===== src/rtl/aesl_deadlock_report_ctrl.sv =====
// aesl_deadlock_report_ctrl
// Consumer end of the dataflow deadlock monitor. It watches the per-cycle block
// flag and channel code, and confirms a stall once the same code has been seen
// for CONFIRM_CYCLES consecutive cycles. It then hands off exactly one report
// record per stall episode over a valid/ready handshake.
// A sticky deadlock flag and a saturating episode count are also maintained.
// Optional build macro: AESL_DEADLOCK_AUTOCLR_EN. When it is defined, the
// deadlock flag drops again once the stall has gone away (HOLD -> IDLE).
module aesl_deadlock_report_ctrl #(
    parameter int INFO_W         = 4,
    parameter int CONFIRM_CYCLES = 16,
    parameter int CNT_W          = 16
) (
    input  logic              clock,
    input  logic              reset,
    input  logic              clear,
    input  logic              block,
    input  logic [INFO_W-1:0] axis_block_info,
    output logic              rpt_valid,
    input  logic              rpt_ready,
    output logic [INFO_W-1:0] rpt_info,
    output logic [CNT_W-1:0]  rpt_cycles,
    output logic              deadlock,
    output logic [7:0]        rpt_count
);

    localparam logic [CNT_W-1:0] CONFIRM_VAL = CNT_W'(CONFIRM_CYCLES);
    localparam logic [CNT_W-1:0] CNT_ONE     = CNT_W'(1);

    typedef enum logic [1:0] {
        IDLE    = 2'd0,
        CONFIRM = 2'd1,
        REPORT  = 2'd2,
        HOLD    = 2'd3
    } state_t;

    state_t            state;
    logic [CNT_W-1:0]  cnt;
    logic [INFO_W-1:0] snap;

    // Stall confirmation, report handshake and status bookkeeping in one FSM
    always_ff @(posedge clock or posedge reset) begin
        if (reset) begin
            state      <= IDLE;
            cnt        <= '0;
            snap       <= '0;
            rpt_valid  <= 1'b0;
            rpt_info   <= '0;
            rpt_cycles <= '0;
            deadlock   <= 1'b0;
            rpt_count  <= 8'd0;
        end else if (clear) begin
            // Soft clear beats everything, including a simultaneous handshake
            state      <= IDLE;
            cnt        <= '0;
            snap       <= '0;
            rpt_valid  <= 1'b0;
            rpt_info   <= '0;
            rpt_cycles <= '0;
            deadlock   <= 1'b0;
            rpt_count  <= 8'd0;
        end else begin
            unique case (state)
                IDLE: begin
                    if (block) begin
                        snap <= axis_block_info;
                        if (CONFIRM_VAL == CNT_ONE) begin
                            // A one-cycle confirmation window reports on entry
                            state      <= REPORT;
                            cnt        <= '0;
                            rpt_valid  <= 1'b1;
                            rpt_info   <= axis_block_info;
                            rpt_cycles <= CONFIRM_VAL;
                            deadlock   <= 1'b1;
                        end else begin
                            state <= CONFIRM;
                            cnt   <= CNT_ONE;
                        end
                    end
                end
                CONFIRM: begin
                    if (!block) begin
                        // A stall that goes away early was a false alarm
                        state <= IDLE;
                        cnt   <= '0;
                    end else if (axis_block_info != snap) begin
                        // A different channel code starts a fresh episode
                        cnt  <= CNT_ONE;
                        snap <= axis_block_info;
                    end else if (cnt + CNT_ONE == CONFIRM_VAL) begin
                        state      <= REPORT;
                        cnt        <= '0;
                        rpt_valid  <= 1'b1;
                        rpt_info   <= snap;
                        rpt_cycles <= CONFIRM_VAL;
                        deadlock   <= 1'b1;
                    end else begin
                        cnt <= cnt + CNT_ONE;
                    end
                end
                REPORT: begin
                    // The payload stays frozen and block is ignored until accepted
                    if (rpt_ready) begin
                        state     <= HOLD;
                        rpt_valid <= 1'b0;
                        if (rpt_count != 8'hFF) begin
                            rpt_count <= rpt_count + 8'd1;
                        end
                    end
                end
                HOLD: begin
                    // The stall must clear before another episode can be reported
                    if (!block) begin
                        state <= IDLE;
`ifdef AESL_DEADLOCK_AUTOCLR_EN
                        deadlock <= 1'b0;
`else
                        deadlock <= deadlock;
`endif
                    end
                end
                default: begin
                    state <= IDLE;
                end
            endcase
        end
    end

endmodule

===== config.mk =====
export PLATFORM = sky130hd
export DESIGN_NAME = aesl_deadlock_report_ctrl
export DESIGN_NICKNAME = d
export VERILOG_FILES = /design/src/rtl/aesl_deadlock_report_ctrl.sv
export SDC_FILE = /design/constraint.sdc
export NUM_CORES = 1
export LEC_CHECK = 0
export CAP_MARGIN = 20
export CORE_ASPECT_RATIO = 0.75
export CORE_MARGIN = 1.5
export CORE_UTILIZATION = 53
export DETAILED_ROUTE_END_ITERATION = 10
export PLACE_DENSITY = 0.8
export SETUP_SLACK_MARGIN = 0.15
export SYNTH_ARGS = -nofsm -noshare
export SYNTH_HDL_FRONTEND = slang
export SYNTH_SLANG_ARGS = --single-unit

===== constraint.sdc =====
create_clock -name clock -period 2.81 [get_ports clock]
set_input_delay 0.562 -clock clock [delete_from_list [all_inputs] [get_ports clock]]
set_output_delay 0.562 -clock clock [all_outputs]
set_load 0.005 [all_outputs]

==> impl_metrics.toml <==
[clocking]
clock_sinks = 36
ctsHtreeMaxLevel = 2
post_cts_resized = 0
insertion_delay_ps = 290
clk_pin_slew_ps = 70
cts_buffers = 5
cts_setup_buffers = 0
cts_max_path_buffers = 2
cts_tree = "done"
cts_root_buffer = "clkbuf_8"
cts_hold_buffers = 0

[placed_design]
gp_congestion = 0.893
dp_hpwl_mm = 3.39
io_buffers = 23
pre_cts_slack_ps = 241
dpl_cell_area_um2 = 2490
post-place-cells = 328

[logic_synthesis]
yosysWarnings = 0
yosysUniqueCellTypes = 51
syn_inst = 257
synthFlopType = "dfrtp_1"
synth_edf_count = 0
avgSynthCellArea_um2 = 8.84
syn_area_um2 = 2270
async_flop_share_pct = 100
synth_seq_cells = 36
seq_area_frac_synth_pct = 39.6

[cells_and_area]
final_common_cell = "dfrtp_1"
nets = 291
final_cell_area_um2 = 2580
drive_gt1_share_pct = 7.83
syn_to_final_growth_pct = 13.5
fillCellCount = 347
diodes = 0
regArea_um2 = 901
multiInputGateArea_um2 = 1210
utilization_pct = 63.3
final_cell_mix = "dfrtp_1, nand2_1, nor2_1, clkdlybuf4s50_1, conb_1"
instances_no_fill = 336

[flow_run]
drv_cap = 0

[power]
p_sw_share_pct = 24.7
cellPowerDensity_nw_per_um2 = 394
clkPwrFrac_pct = 38.0
p_seq_share_pct = 53.0
internal-power_uw = 765
vdd_drop_max_mv = 0.370
p_leak_uw = 0.00110
p_sw_uw = 250
combPwrFrac_pct = 8.9

[sta]
maxSlewViolCount = 0
rsz0062_at_grt = "false"
fin_crit_sh_pct = 88.7
tns_ps = 0
hold_violations = 0
setup_violations = 0
worstMarginPinSlew_ps = 566
fmax_mhz = 401
slew_headroom_pct = 62.3
skew_ps = 8.42
period_minus_slack_ps = 2490
fin_ws_ps = 318

[drt]
viasPerCell = 5.78
routedWlPerCell_um = 14.7
drt_iter0_markers = 100
vias = 1943
firstDrtPassIters = 4
drc = 0
antenna_left = 0
routed_wl_mm = 4.94

[floorplanning]
die_area_um2 = 4690
start_util_pct = 55.7
core_area_um2 = 4080
die_x_um = 78.6
fp.dieH_um = 59.7
pin_count = 39
fp-row-count = 20

[grt]
busiest_layer = "met2"
grtUsageMet3_pct = 4.58
grt.total_usage_pct = 22.7
grt_remaining_overflow = 0
grt_pass1_vias = 1755
grt_max_degree = 37
grt_pass1_wl_mm = 8.29
antenna_found_initial = 0
use_met1_pct = 32.8
grt_util_met2_pct = 35.3

[setup_path]
cp-end-kind = "register"
cp_max_fo = 9
required_ps = 2980
path_cells = "ha_1 -> nor4b_1 -> nand2_1 -> nor4_2 -> o211a_1 -> a21oi_4 -> a221o_1"
critical_path_class = "reg -> reg"
cpPeakStageDelay_ps = 450
slowest_stage = "dfrtp_1"
crit_arrival_ps = 2660
worst_setup_path_start_kind = "register"

[outcome]
outcome = "complete, no violations"

[worst_hold_path]
holdCritPathClass = "reg -> reg"
[logic make-up after synthesis]
group | synth area share [%]
other | 0.165
multiplexers | 0.881
buffers and inverters | 9.36
AND/OR/NAND/NOR | 27.1
AO/OA/AOI/OAI | 16.3
XOR/XNOR | 5.40
flip-flops | 39.6
adder cells (fa/ha/maj) | 1.10
[area by class of cell]
class                      count  share of cell area [%]
clock buffer                   8                    3.49
timing repair buffer          30                    11.0
multi-input combinational    200                    46.9
sequential                    36                    34.9
tap                           55                    2.67
inverter                       7                    1.02
[registers in the layout, indices dropped and copies added (netlist names)]
| name | flops |
|---|---|
| rpt_info | 4 |
| cnt | 16 |
| state | 2 |
| rpt_valid | 1 |
| snap | 4 |
| rpt_cycles | 1 |
| rpt_count | 8 |
[through the flow]
stage	hold WS, ps	power (µW)
floorplan	484	611
global placement	515	637
detailed placement	516	638
CTS	534	1020
global route	573	1060
finish	531	1020
[critical path, delay by kind of cell, from the launching register on]
family	cells	cell delay (ps)
DFF	1	450
AOI/OAI and AO/OA	3	910
adders and majority gates	1	260
and+or+nand+nor	3	770
[cell usage after synthesis (2+ instances only)]
master	number	share of area (%)
dfrtp_1	36	40
nand2_1	31	5.1
nor2_1	23	3.8
buf_4	16	5.3
a21oi_1	12	2.6
nand3_1	12	2.6
o21ai_0	12	2.6
nand4_1	11	3.0
nor3_1	9	2.0
xor2_1	8	3.1
inv_1	7	1.2
o31ai_1	6	2.0
xnor2_1	6	2.3
buf_2	5	1.1
or3_1	5	1.4
a22o_1	4	1.5
clkbuf_1	4	0.66
nor2b_1	4	1.1
nor4_2	4	2.2
a21o_1	3	0.99
a311oi_1	2	0.77
a31o_1	2	0.77
a31oi_1	2	0.55
and3_1	2	0.55
and4_1	2	0.77
buf_6	2	0.99
ha_1	2	1.1
mux2i_1	2	0.88
[per-layer routing]
layer / vias to the layer above / part of all wire [%] / wire, µm
li1: 938 / - / -
met1: 947 / 51 / 2510
met2: 51 / 44 / 2150
met3: 7 / 4.8 / 237
met4: 0 / 0.85 / 42
met5: - / 0 / 0
[worst paths after layout]
kind / start / to / slack [ps] / cells after the start
setup / recovery: cnt[1]$_DFFE_PP0P_ / cnt[3]$_DFFE_PP0P_ / 320 / 7
hold / removal: rpt_cycles[4]$_DFFE_PP0P_ / rpt_cycles[4]$_DFFE_PP0P_ / 530 / 2
setup reg to reg: cnt[1]$_DFFE_PP0P_ / cnt[3]$_DFFE_PP0P_ / 320 / 7
hold reg to reg: rpt_cycles[4]$_DFFE_PP0P_ / rpt_cycles[4]$_DFFE_PP0P_ / 530 / 2
max in group asynchronous: reset / cnt[9]$_DFFE_PP0P_ / 1800 / 3
min in group asynchronous: reset / snap[2]$_DFFE_PP0P_ / 670 / 3
[power groups by stage]
| stage | Combinational, µW | Clock [µW] | Sequential (µW) |
|---|---|---|---|
| floorplan | 63.2 | 0 | 547 |
| global placement | 88.7 | 0 | 548 |
| detailed placement | 90.0 | 0 | 548 |
| CTS | 91.3 | 392 | 538 |
| global route | 103 | 418 | 539 |
| finish | 90.9 | 386 | 539 |
Power figures use the tool's default switching activity.
